**src/rtl/multicycle_control_fsm.sv**
```systemverilog
// Multi-cycle control FSM for the 16-bit core: sequences fetch, decode,
// execute, memory and writeback, and drives the datapath selects/strobes.
// Memory accesses use a req/ready handshake guarded by a wait-cycle timeout.
module multicycle_control_fsm #(
  parameter int unsigned MEM_TIMEOUT = 15,
  parameter int unsigned CNT_W       = 4
) (
  input  logic       clk,
  input  logic       reset,
  input  logic [3:0] opcode,
  input  logic       alu_zero,
  input  logic       mem_ready,
  output logic       mem_req,
  output logic       mem_we,
  output logic       iord,
  output logic       ir_write,
  output logic       pc_write,
  output logic       pc_src,
  output logic       alu_src_a,
  output logic [1:0] alu_src_b,
  output logic [2:0] alu_op,
  output logic       reg_write,
  output logic [1:0] wb_src,
  output logic       instr_done,
  output logic       fault,
  output logic [3:0] state
);

  typedef enum logic [3:0] {
    S_FETCH   = 4'd0,
    S_DECODE  = 4'd1,
    S_EXEC    = 4'd2,
    S_MEMADDR = 4'd3,
    S_MEMRD   = 4'd4,
    S_MEMWR   = 4'd5,
    S_WB      = 4'd6,
    S_BRANCH  = 4'd7,
    S_FAULT   = 4'd8
  } state_t;

  localparam logic [3:0] OP_LUI  = 4'b0101;
  localparam logic [3:0] OP_BEQ  = 4'b0110;
  localparam logic [3:0] OP_ADDI = 4'b1000;
  localparam logic [3:0] OP_LW   = 4'b1001;
  localparam logic [3:0] OP_SW   = 4'b1010;
  localparam logic [3:0] OP_LI   = 4'b1111;

  localparam logic [2:0] ALU_ADD = 3'b000;
  localparam logic [2:0] ALU_SUB = 3'b001;

  localparam logic [1:0] SRCB_REG   = 2'b00;
  localparam logic [1:0] SRCB_TWO   = 2'b01;
  localparam logic [1:0] SRCB_IMM   = 2'b10;
  localparam logic [1:0] WB_ALUOUT  = 2'b00;
  localparam logic [1:0] WB_MDR     = 2'b01;
  localparam logic [1:0] WB_IMM     = 2'b10;

  // Last allowed wait count: one more unanswered cycle here is a timeout.
  localparam logic [CNT_W-1:0] LP_CNT_LAST = CNT_W'(MEM_TIMEOUT - 1);

  state_t           r_state;
  state_t           w_state_next;
  logic [CNT_W-1:0] r_wait_cnt;
  logic             w_timeout;

  assign w_timeout = (r_wait_cnt == LP_CNT_LAST);

  // State register.
  always_ff @(posedge clk or posedge reset) begin
    if (reset) r_state <= S_FETCH;
    else       r_state <= w_state_next;
  end

  // Wait counter: restarts on every state change (entry or handshake),
  // counts cycles where a request is outstanding and unanswered.
  always_ff @(posedge clk or posedge reset) begin
    if (reset)                          r_wait_cnt <= '0;
    else if (w_state_next != r_state)   r_wait_cnt <= '0;
    else if (mem_req && !mem_ready)     r_wait_cnt <= r_wait_cnt + CNT_W'(1);
  end

  // Next-state and Moore output decode; everything forced low during reset.
  always_comb begin
    w_state_next = r_state;
    mem_req      = 1'b0;
    mem_we       = 1'b0;
    iord         = 1'b0;
    ir_write     = 1'b0;
    pc_write     = 1'b0;
    pc_src       = 1'b0;
    alu_src_a    = 1'b0;
    alu_src_b    = SRCB_REG;
    alu_op       = ALU_ADD;
    reg_write    = 1'b0;
    wb_src       = WB_ALUOUT;
    instr_done   = 1'b0;
    fault        = 1'b0;
    state        = r_state;

    case (r_state)
      S_FETCH: begin
        mem_req   = 1'b1;
        alu_src_b = SRCB_TWO;
        if (mem_ready) begin
          ir_write     = 1'b1;
          pc_write     = 1'b1;
          w_state_next = S_DECODE;
        end else if (w_timeout) begin
          w_state_next = S_FAULT;
        end
      end
      S_DECODE: begin
        alu_src_b = SRCB_IMM;
        case (opcode)
          4'b0000, 4'b0001, 4'b0010, 4'b0011, 4'b0100,
          OP_ADDI:        w_state_next = S_EXEC;
          OP_LW, OP_SW:   w_state_next = S_MEMADDR;
          OP_BEQ:         w_state_next = S_BRANCH;
          OP_LUI, OP_LI:  w_state_next = S_WB;
          default:        w_state_next = S_FAULT;
        endcase
      end
      S_EXEC: begin
        alu_src_a = 1'b1;
        if (!opcode[3]) begin
          alu_src_b = SRCB_REG;
          alu_op    = opcode[2:0];
        end else begin
          alu_src_b = SRCB_IMM;
        end
        w_state_next = S_WB;
      end
      S_MEMADDR: begin
        alu_src_a    = 1'b1;
        alu_src_b    = SRCB_IMM;
        w_state_next = (opcode == OP_LW) ? S_MEMRD : S_MEMWR;
      end
      S_MEMRD: begin
        mem_req = 1'b1;
        iord    = 1'b1;
        if (mem_ready)      w_state_next = S_WB;
        else if (w_timeout) w_state_next = S_FAULT;
      end
      S_MEMWR: begin
        mem_req = 1'b1;
        iord    = 1'b1;
        mem_we  = 1'b1;
        if (mem_ready) begin
          instr_done   = 1'b1;
          w_state_next = S_FETCH;
        end else if (w_timeout) begin
          w_state_next = S_FAULT;
        end
      end
      S_WB: begin
        reg_write  = 1'b1;
        instr_done = 1'b1;
        if (opcode == OP_LW)                         wb_src = WB_MDR;
        else if ((opcode == OP_LUI) || (opcode == OP_LI)) wb_src = WB_IMM;
        w_state_next = S_FETCH;
      end
      S_BRANCH: begin
        alu_src_a  = 1'b1;
        alu_op     = ALU_SUB;
        instr_done = 1'b1;
        if (alu_zero) begin
          pc_write = 1'b1;
          pc_src   = 1'b1;
        end
        w_state_next = S_FETCH;
      end
      S_FAULT: begin
        fault = 1'b1;
      end
      default: begin
        w_state_next = S_FAULT;
      end
    endcase

    if (reset) begin
      mem_req    = 1'b0;
      mem_we     = 1'b0;
      iord       = 1'b0;
      ir_write   = 1'b0;
      pc_write   = 1'b0;
      pc_src     = 1'b0;
      alu_src_a  = 1'b0;
      alu_src_b  = SRCB_REG;
      alu_op     = ALU_ADD;
      reg_write  = 1'b0;
      wb_src     = WB_ALUOUT;
      instr_done = 1'b0;
      fault      = 1'b0;
      state      = 4'd0;
    end
  end

endmodule
```
**config.mk**
```make
export PLATFORM = sky130hd
export DESIGN_NAME = multicycle_control_fsm
export DESIGN_NICKNAME = d
export VERILOG_FILES = /design/src/rtl/multicycle_control_fsm.sv
export SDC_FILE = /design/constraint.sdc
export NUM_CORES = 1
export LEC_CHECK = 0
export ABC_AREA = 1
export CAP_MARGIN = 10
export CELL_PAD_IN_SITES_DETAIL_PLACEMENT = 1
export CELL_PAD_IN_SITES_GLOBAL_PLACEMENT = 1
export CORE_MARGIN = 4
export CORE_UTILIZATION = 30
export DETAILED_ROUTE_END_ITERATION = 7
export PLACE_DENSITY = 0.74
export SYNTH_ARGS = -nofsm -noshare
export SYNTH_HDL_FRONTEND = slang
export SYNTH_SLANG_ARGS = --single-unit
```
**constraint.sdc**
```tcl
create_clock -name clk -period 1.8 [get_ports clk]
set_input_delay 0.36 -clock clk [delete_from_list [all_inputs] [get_ports clk]]
set_output_delay 0.36 -clock clk [all_outputs]
set_load 0.005 [all_outputs]
```
== Word-level counts from Yosys, hierarchy flattened ==
Memory sizes are Yosys's and may differ from the RTL's.
Index checks and enable logic that the tools add are counted.

* Bits in latches: 0
* Bits in writable memories: 0
* Bits in registers: 8
* Word-level logic and storage cells: 68
* Input bits: 8
* Memories: 1
* Memory bits (read-only): 64

{| class="wikitable"
|+ Memory list
! name !! words !! bits a word !! rd ports !! clocked after memory_dff !! wr ports !! line !! RTL
|-
| (name not given) || 16 || 4 || 1 || 0 || 0 || 114 || <nowiki>case (opcode)</nowiki>
|}

* Divide/modulo/power cells: 0
* Equal/unequal tests: 13
* Add/subtract/negate cells: 1
* Order comparisons: 0
* Reduce and logical (&&, ||, !) cells: 10
* Multipliers: 0
* Muxes and demuxes: 41
* Bitwise gates (word level): 0
* Shift operators: 0

{| class="wikitable"
|+ Operators with widths
! kind !! number
|-
| $pmux 4 s8 || 1
|-
| $mux 4 || 7
|-
| $mux 1 || 21
|-
| $eq 4x3->1 const B || 5
|-
| $eq 4x4->1 const B || 4
|-
| $mux 2 || 6
|-
| $eq 4x2->1 const B || 2
|-
| $mux 3 || 2
|-
| $pmux 2 s3 || 1
|-
| $pmux 3 s2 || 1
|-
| $reduce_or 2->1 || 3
|-
| $reduce_or 3->1 || 2
|-
| $add 4x1->4 const B || 1
|-
| $eq 4x1->1 const B || 1
|-
| $logic_not 4->1 || 1
|-
| $ne 4x4->1 || 1
|-
| $pmux 1 s2 || 2
|-
| $reduce_bool 2->1 || 1
|-
| $logic_and 1x1->1 || 1
|-
| $logic_not 1->1 || 1
|-
| $logic_or 1x1->1 || 1
|}

== Depth between registers and ports, before layout ==
Gate-level depths: netlist (run 1).

* Depth after elaboration: 7
* Mapped depth: 13
* Gate-level depth less buffers: 13

== Worst setup path after synthesis (run 1) ==
No wires, ideal clock.

* Path type: input port to output port
* Start: input reset
* End: output wb_src[1]
* Stages on the path: 6
* Data required time: 1.440 ns
* Setup slack: 0.231 ns
* Path buffers: 1
* Data arrival time: 1.209 ns
* Cells stage by stage: buf_4 > nor2_1 > nand2_1 > nor3_1 > inv_1 > a21oi_1

* Word-level cells in the longest chain between the ends: 1

{| class="wikitable"
|+ Ends and longest elaborated chain
! item !! line !! RTL
|-
| from (decl) || 9 || <nowiki>input logic reset,</nowiki>
|-
| $mux 2 || 180 || <nowiki>if (reset) begin</nowiki>
|-
| to (decl) || 23 || <nowiki>output logic [1:0] wb_src,</nowiki>
|}

No other way between the ends.

== Worst setup path after layout (run 1) ==
* Start: register r_state[1]
* End: register r_wait_cnt[0]

* Word-level cells in the longest chain between the ends: 6
* Elaborated cells on any way between the ends: 22

{| class="wikitable"
|+ Ends and longest elaborated chain
! item !! line !! RTL
|-
| from (decl) || 61 || <nowiki>state_t r_state;</nowiki>
|-
| from (signal assigned) || 71 || <nowiki>else r_state <= w_state_next;</nowiki>
|-
| branches (longest 6 deep; another with $pmux 4 s8) || n/a ||
|-
| to (signal assigned) || 79 || <nowiki>else if (mem_req && !mem_ready) r_wait_cnt <= r_wait_cnt + CNT_W'(1);</nowiki>
|-
| to (decl) || 63 || <nowiki>logic [CNT_W-1:0] r_wait_cnt;</nowiki>
|}

Several ways; the timed one is not identified.
A chain may end at the register's enable or synchronous reset.

==> results.tsv, run 1 <==
stage	metric	value	unit
clock_network	CTS tree	built	
worst_setup_path	FF-to-FF path depth	12	
placement	Detail Placement HPWL	3120	um
clock_network	total CTS buffers	3	
global_routing	number of global-route vias before repair	1623	
drt	WL/cell	24.8	um
timing	period utilization	119	%
placement	RePlAce Congestion	0.857	
die	Initial Util	32.1	%
run_status	failing checks	setup timing	
global_routing	overall routing resource usage	28.0	%
die	std cell rows	19	
finish	nets@finish	265	
worst_setup_path	startpoint types	flop	
timing	RSZ-0062 raised after global routing	true	
finish	Synth-to-Final Area Change	116	%
synthesis	#FFs+latches synth	8	
drt	Post-Route WL	6950	um
clock_network	Root Buffer	clkbuf_4	
worst_setup_path	CP Launch Point	r_state[1]	
finish	Design Area, Final	1950	um2
worst_setup_path	CP max FO	5	
pwr	Lkg Pwr	1.02	nW
synthesis	post-synthesis sequential area ratio	22.2	%
finish	ratio of cells with drive above 1 in the final layout	57.8	%
synthesis	Ys Warns	0	
drt	DRC viols	0	
synthesis	Gate Count Post-Synth	153	
finish	# diodes	0	
flow_run	max-cap violation count	0	
timing	Setup WS post-layout	-0.346	ns
worst_setup_path	CP required	2.00	ns
synthesis	leading post-synthesis cells by cell area	dfrtp_1, nand2_1, nor2_1, ha_1, nand3_1	
drt	Vias/cell	5.58	
clock_network	CTS Hold Buffers Added	0	
synthesis	Synth Cell Area	901	um2
synthesis	average cell area after synthesis	5.89	um2
die	IO Pins	29	
worst_setup_path	worst flop-to-flop path startpoint	r_state[1]	
die	core area	2810	um2
timing	Final Hold Slack	0.626	ns
timing	clk_skew	0.00701	ns
clock_network	latest clock arrival within the worst-skew pair	0.28	ns
finish	commonest non-fill, non-tap cells in the layout	buf_4, nand2_1, nor2_1	
die	Die H	62.8	um
synthesis	syn nets	167	
timing	Final min period	2.15	ns
die	Die ar.	3940	um2
drt	vias post-DR	1562	
worst_setup_path	Critical Path Sink	r_wait_cnt[0]	
finish	final non-filler cell total	280	
drt	Routed Antenna Nets	0	
worst_setup_path	WP data arrival	2.34	ns
global_routing	largest net degree at the start of global routing	9	
timing	Slew Viols, Final	0	
placement	placed cells	248	
synthesis	post-synth cell types	23	
timing	Rel. slew slack	77.3	%
run_status	status	finished, violations left	
timing	Final setup viols	19	
global_routing	grt ovf	0	
synthesis	largest area contributor in the synthesized netlist	dfrtp_1	
worst_setup_path	Setup CP Type	reg -> reg	
global_routing	first-pass GRT wire length	8510	um
pwr	PnR Total Power	0.460	mW
pwr	IR Drop Worst-Case VDD	291	uV
clock_network	Max clock buf depth	2	
drt	DR iter-0 viols	84	
drt	drt first pass iters	4	
clock_network	Max H-tree Level	1	
die	die span in x	62.8	um
finish	most common cell after layout, fill and taps aside	buf_4	
pwr	pwr/cell area	236	nW/um2
hold_path	HP Class	in -> async	
placement	Post-DP Area	1500	um2
synthesis	Synth top area share	22.2	%
worst_setup_path	Crit. End Element	flop	
worst_setup_path	Critical R2R Capture	r_wait_cnt[0]	
placement	IO Port Bufs	28	
placement	pre-CTS WS	-0.587	ns
timing	Worst Max-Slew Pin Slew	0.340	ns
finish	Filler Cells Inserted	341	
clock_network	clock slew at reported path FFs	0.07	ns
timing	Final Hold Fails	0	
clock_network	clock sink count	8	
worst_setup_path	slack of the worst reg-to-reg path	-0.35	ns
global_routing	initial antenna violation count	0	
timing	Max Fclk	466	MHz
==> state kept, by name (all words and copies together), names as in the netlist <==
name and cells:
r_state 4, r_wait_cnt 4
==> synthesized netlist by cell type (all sizes together) <==
cell type,n
nand2,45
inv,19
nor3,4
nand4,2
buf,4
ha,6
o21a,1
nand3,13
dfrtp,8
nor4,2
a21oi,6
o21ai,3
nor2,35
a2111oi,1
clkbuf,1
xor2,3
==> per-layer routing <==
metal,wire (um),GRT usage (%)
met2,3380,49.8
met4,480,14.0
met3,517,7.19
met1,2570,30.5
met5,0,0
==> worst max-delay path, cell delays in order, from the launching register on <==
cell and delay [ns]:
dfrtp_2 0.45, buf_12 0.15, inv_4 0.07, buf_6 0.13
nand2_2 0.09, buf_4 0.16, nor2_1 0.14, nand4_1 0.20
nand2_1 0.16, a21oi_1 0.06, nor2_1 0.16, nand2_2 0.12
nor2_1 0.16
==> cell families (layout without fill, tap and decap cells) <==
logic type,Yosys count,after routing,share of synthesized area [%]
compound gates,11,11,6.81
xor+xnor,3,3,2.92
fa+ha+maj,6,6,8.33
buf+inv,24,120,11.5
flops,8,8,22.2
simple gates,101,101,48.2
==> metrics by stage <==
stage / utilization (%) / setup TNS, ns
after floorplan: - / 0
after global placement: 53.3 / -7.76
after detailed placement: 53.3 / -9.03
after CTS: 60.6 / -0.510
after global routing: 69.4 / -4.77
final: 69.4 / -3.29
==> cell type report <==
class / instances / area, um2 / share of cell area [%]
clock buffer: 3 / 22.5 / 1.16
multi-input combinational: 121 / 812 / 41.7
timing repair buffer: 98 / 793 / 40.7
tap: 31 / 38.8 / 1.99
sequential: 8 / 204 / 10.5
inverter: 19 / 76.3 / 3.92
==> power breakdown <==
part | switching [mW] | total (mW) | internal, mW
Sequential | 0 | 0.180 | 0.180
Combinational | 0.0699 | 0.115 | 0.0450
Clock | 0.0874 | 0.165 | 0.0778
==> how the worst min path moves through the flow <==
stage,from,endpoint,depth (start not counted)
6_report,reset,r_wait_cnt[3],5
5_1_grt,reset,r_state[2],5
4_1_cts,r_wait_cnt[3],r_wait_cnt[3],2
3_5_place_dp,r_wait_cnt[3],r_wait_cnt[3],2
3_3_place_gp,r_wait_cnt[3],r_wait_cnt[3],2
2_1_floorplan,reset,r_state[0],2
==> what timing repair did <==
item | 4_1_cts | 5_1_grt
endpoints found under the hold margin | 0 | 0
endpoints found under the setup margin | 25 | 23
gates resized for setup | 101 | 51
buffers inserted | 16 | 15
pin swaps | 11 | 15
(Power assumes the default switching activity.)
==> run 2: changes to the inputs <==
--- a/config.mk
+++ b/config.mk
@@ -11,6 +11,7 @@
 export CELL_PAD_IN_SITES_GLOBAL_PLACEMENT = 1
 export CORE_MARGIN = 4
 export CORE_UTILIZATION = 30
+export CTS_CLUSTER_SIZE = 8
 export DETAILED_ROUTE_END_ITERATION = 7
 export PLACE_DENSITY = 0.74
 export SYNTH_ARGS = -nofsm -noshare
==> results of run 2 <==
The final DEF is identical to that of run 1; final timing and power are the same.
==> run 3: changes to the inputs <==
--- a/config.mk
+++ b/config.mk
@@ -6,6 +6,7 @@
 export NUM_CORES = 1
 export LEC_CHECK = 0
 export ABC_AREA = 1
+export ABC_CLOCK_PERIOD_IN_PS = 1800
 export CAP_MARGIN = 10
 export CELL_PAD_IN_SITES_DETAIL_PLACEMENT = 1
 export CELL_PAD_IN_SITES_GLOBAL_PLACEMENT = 1
@@ -14,6 +15,7 @@
 export CTS_CLUSTER_SIZE = 8
 export DETAILED_ROUTE_END_ITERATION = 7
 export PLACE_DENSITY = 0.74
+export RECOVER_POWER = 100
 export SYNTH_ARGS = -nofsm -noshare
 export SYNTH_HDL_FRONTEND = slang
 export SYNTH_SLANG_ARGS = --single-unit
==> run 3 against run 2 <==
  * The run still ends with setup timing left
  * Global-route usage is the same
  * Routed wire length is essentially flat
  * Sequential cell count is the same
  * First-iteration DRC count is 2.4% lower
  * Via count rose by 0.38%
  * Cell area shrank 0.39%
  * Core utilization is 0.27 points lower
  * Power about the same
  * Critical endpoint unchanged
  * Largest power group unchanged
==> results.tsv, run 3 (synthesis gave the netlist of run 1 again) <==
stage	metric	value	unit
run_status	status	finished, violations left	
run_status	failing checks	setup timing	
timing	Final min period	2.13	ns
worst_setup_path	Max stage delay on crit path	0.46	ns
hold_path	hold path depth	2	
die	die span in x	62.8	um
worst_setup_path	CP max FO	5	
worst_setup_path	Setup CP Type	reg -> reg	
pwr	Sequential Power Share	39.1	%
worst_setup_path	WP buf/inv	4	
hold_path	HP Class	reg -> reg	
timing	Max Fclk	470	MHz
clock_network	CTS tree	built	
global_routing	initial antenna violation count	0	
finish	Core Util, Final	69.1	%
worst_setup_path	Critical R2R Capture	r_wait_cnt[0]	
die	Die H	62.8	um
flow_run	max-cap violation count	0	
worst_setup_path	CP cell instances	buf_12, inv_4, buf_6, nand2_2, buf_4, nor2_1, nand4_1, nand2_1, a21oi_1, nor2_1, nand2_2, nor2_1	
finish	nets@finish	265	
clock_network	CTS Hold Buffers Added	0	
finish	# diodes	0	
finish	area of the multi-input gates	812	um2
worst_setup_path	worst flop-to-flop path startpoint	r_state[1]	
pwr	pwr/cell area	237	nW/um2
pwr	NetSw	0.159	mW
global_routing	first-pass GRT wire length	8510	um
clock_network	Root Buffer	clkbuf_4	
drt	vias post-DR	1568	
drt	Routed Antenna Nets	0	
timing	setup total negative slack	-3.34	ns
drt	WL/cell	24.8	um
placement	IO Port Bufs	28	
finish	most common cell after layout, fill and taps aside	buf_4	
global_routing	largest net degree at the start of global routing	9	
die	Die ar.	3940	um2
finish	sequential cell area	204	um2
worst_setup_path	delay-heaviest family, CP	simple AND/OR/NAND/NOR gates	
pwr	Clk network pwr share	36.4	%
worst_setup_path	startpoint types	flop	
clock_network	clock sink count	8	
clock_network	clock slew at reported path FFs	0.07	ns
worst_setup_path	slowest CP cell	dfrtp_2	
timing	Rel. slew slack	66.6	%
worst_setup_path	FF-to-FF path depth	12	
timing	Final setup viols	20	
placement	RePlAce Congestion	0.857	
worst_setup_path	slack of the worst reg-to-reg path	-0.33	ns
placement	Detail Placement HPWL	3120	um
worst_setup_path	WP data arrival	2.33	ns
timing	Setup WS post-layout	-0.329	ns
timing	RSZ-0062 raised after global routing	true	
pwr	Lkg Pwr	1.01	nW
finish	Design Area, Final	1940	um2
finish	ratio of cells with drive above 1 in the final layout	57.0	%
drt	Vias/cell	5.60	
pwr	Cell Int Power	0.300	mW
pwr	IR Drop Worst-Case VDD	295	uV
timing	Slew Viols, Final	0	
die	IO Pins	29	
worst_setup_path	CP required	2.00	ns
clock_network	Max clock buf depth	2	
die	std cell rows	19	
drt	DRC viols	0	
clock_network	latest clock arrival within the worst-skew pair	0.28	ns
die	Initial Util	32.1	%
timing	period utilization	118	%
global_routing	overall routing resource usage	28.0	%
timing	clk_skew	0.00723	ns
worst_setup_path	Crit. End Element	flop	
hold_path	hold path start	r_wait_cnt[3]	
drt	DR iter-0 viols	82	
hold_path	Hold Path Sink	r_wait_cnt[3]	
clock_network	Max H-tree Level	1	
finish	biggest regs	r_state (4), r_wait_cnt (4)	
die	core area	2810	um2
finish	Filler Cells Inserted	344	
global_routing	grt ovf	0	
finish	commonest non-fill, non-tap cells in the layout	buf_4, nand2_1, nor2_1	
timing	Worst Max-Slew Pin Slew	0.500	ns
drt	drt first pass iters	4	
drt	Post-Route WL	6940	um
clock_network	total CTS buffers	3	
pwr	Comb power frac	24.6	%
pwr	sw frac	34.6	%
placement	Post-DP Area	1500	um2
timing	Final Hold Fails	0	
finish	Synth-to-Final Area Change	115	%
global_routing	number of global-route vias before repair	1623	
worst_setup_path	most frequent CP cell	nor2_1	
-- run 3: power by group through the flow --
stage          Sequential [mW]  Clock [mW]  Combinational, mW
3_5_place_dp             0.183           0             0.0927
5_1_grt                  0.180       0.178              0.118
3_3_place_gp             0.183           0             0.0870
4_1_cts                  0.180       0.149             0.0985
2_1_floorplan            0.183           0             0.0378
6_report                 0.180       0.167              0.113
-- run 3: metrics by stage --
| step | worst slack [ns] | hold slack (ns) | cells | power (mW) |
|---|---|---|---|---|
| floorplan | 0.231 | 0.342 | 153 | 0.221 |
| global placement | -0.497 | 0.540 | 248 | 0.270 |
| detailed placement | -0.587 | 0.562 | 248 | 0.276 |
| CTS | -0.0999 | 0.588 | 265 | 0.427 |
| global route | -0.492 | 0.684 | 280 | 0.476 |
| finish | -0.329 | 0.656 | 280 | 0.459 |
-- run 3: how the worst max path moves through the flow --
stage / from / to / slack [ns] / cells after the start
6_report: r_state[1] / r_wait_cnt[0] / -0.33 / 12
5_1_grt: r_state[1] / r_wait_cnt[0] / -0.49 / 12
4_1_cts: r_state[2] / fault / -0.1 / 5
3_5_place_dp: reset / alu_src_b[1] / -0.59 / 4
3_3_place_gp: reset / wb_src[1] / -0.50 / 7
2_1_floorplan: reset / wb_src[1] / 0.23 / 6
-- run 3: cell type report --
| class | instances | area share, % |
|---|---|---|
| flip-flops and latches | 8 | 10.5 |
| clock buffers | 3 | 1.16 |
| multi-input cells | 121 | 41.9 |
| well taps | 31 | 2.00 |
| inverters | 19 | 3.94 |
| repair buffers | 98 | 40.5 |
-- run 3: repair_timing --
action                     4_1_cts  5_1_grt
setup buffers                   16       15
cloned                           0        0
gates resized for setup        101       51
pin swaps                       11       15
setup endpoints to repair       25       23
-- run 3: per-layer routing --
layer / GRT usage (%) / vias to the layer above / share of wire, %
li1: - / 671 / -
met1: 30.5 / 742 / 37
met2: 49.8 / 108 / 48
met3: 7.19 / 47 / 7.6
met4: 14.0 / 0 / 7.0
met5: 0 / - / 0
-- run 3: tightest hold or removal path: cells and delay by family, from the launching register on --
| kind | cells | cell delay (ns) |
|---|---|---|
| AND/OR/NAND/NOR | 1 | 0.09 |
| flip-flops | 1 | 0.42 |
| XOR/XNOR | 1 | 0.10 |
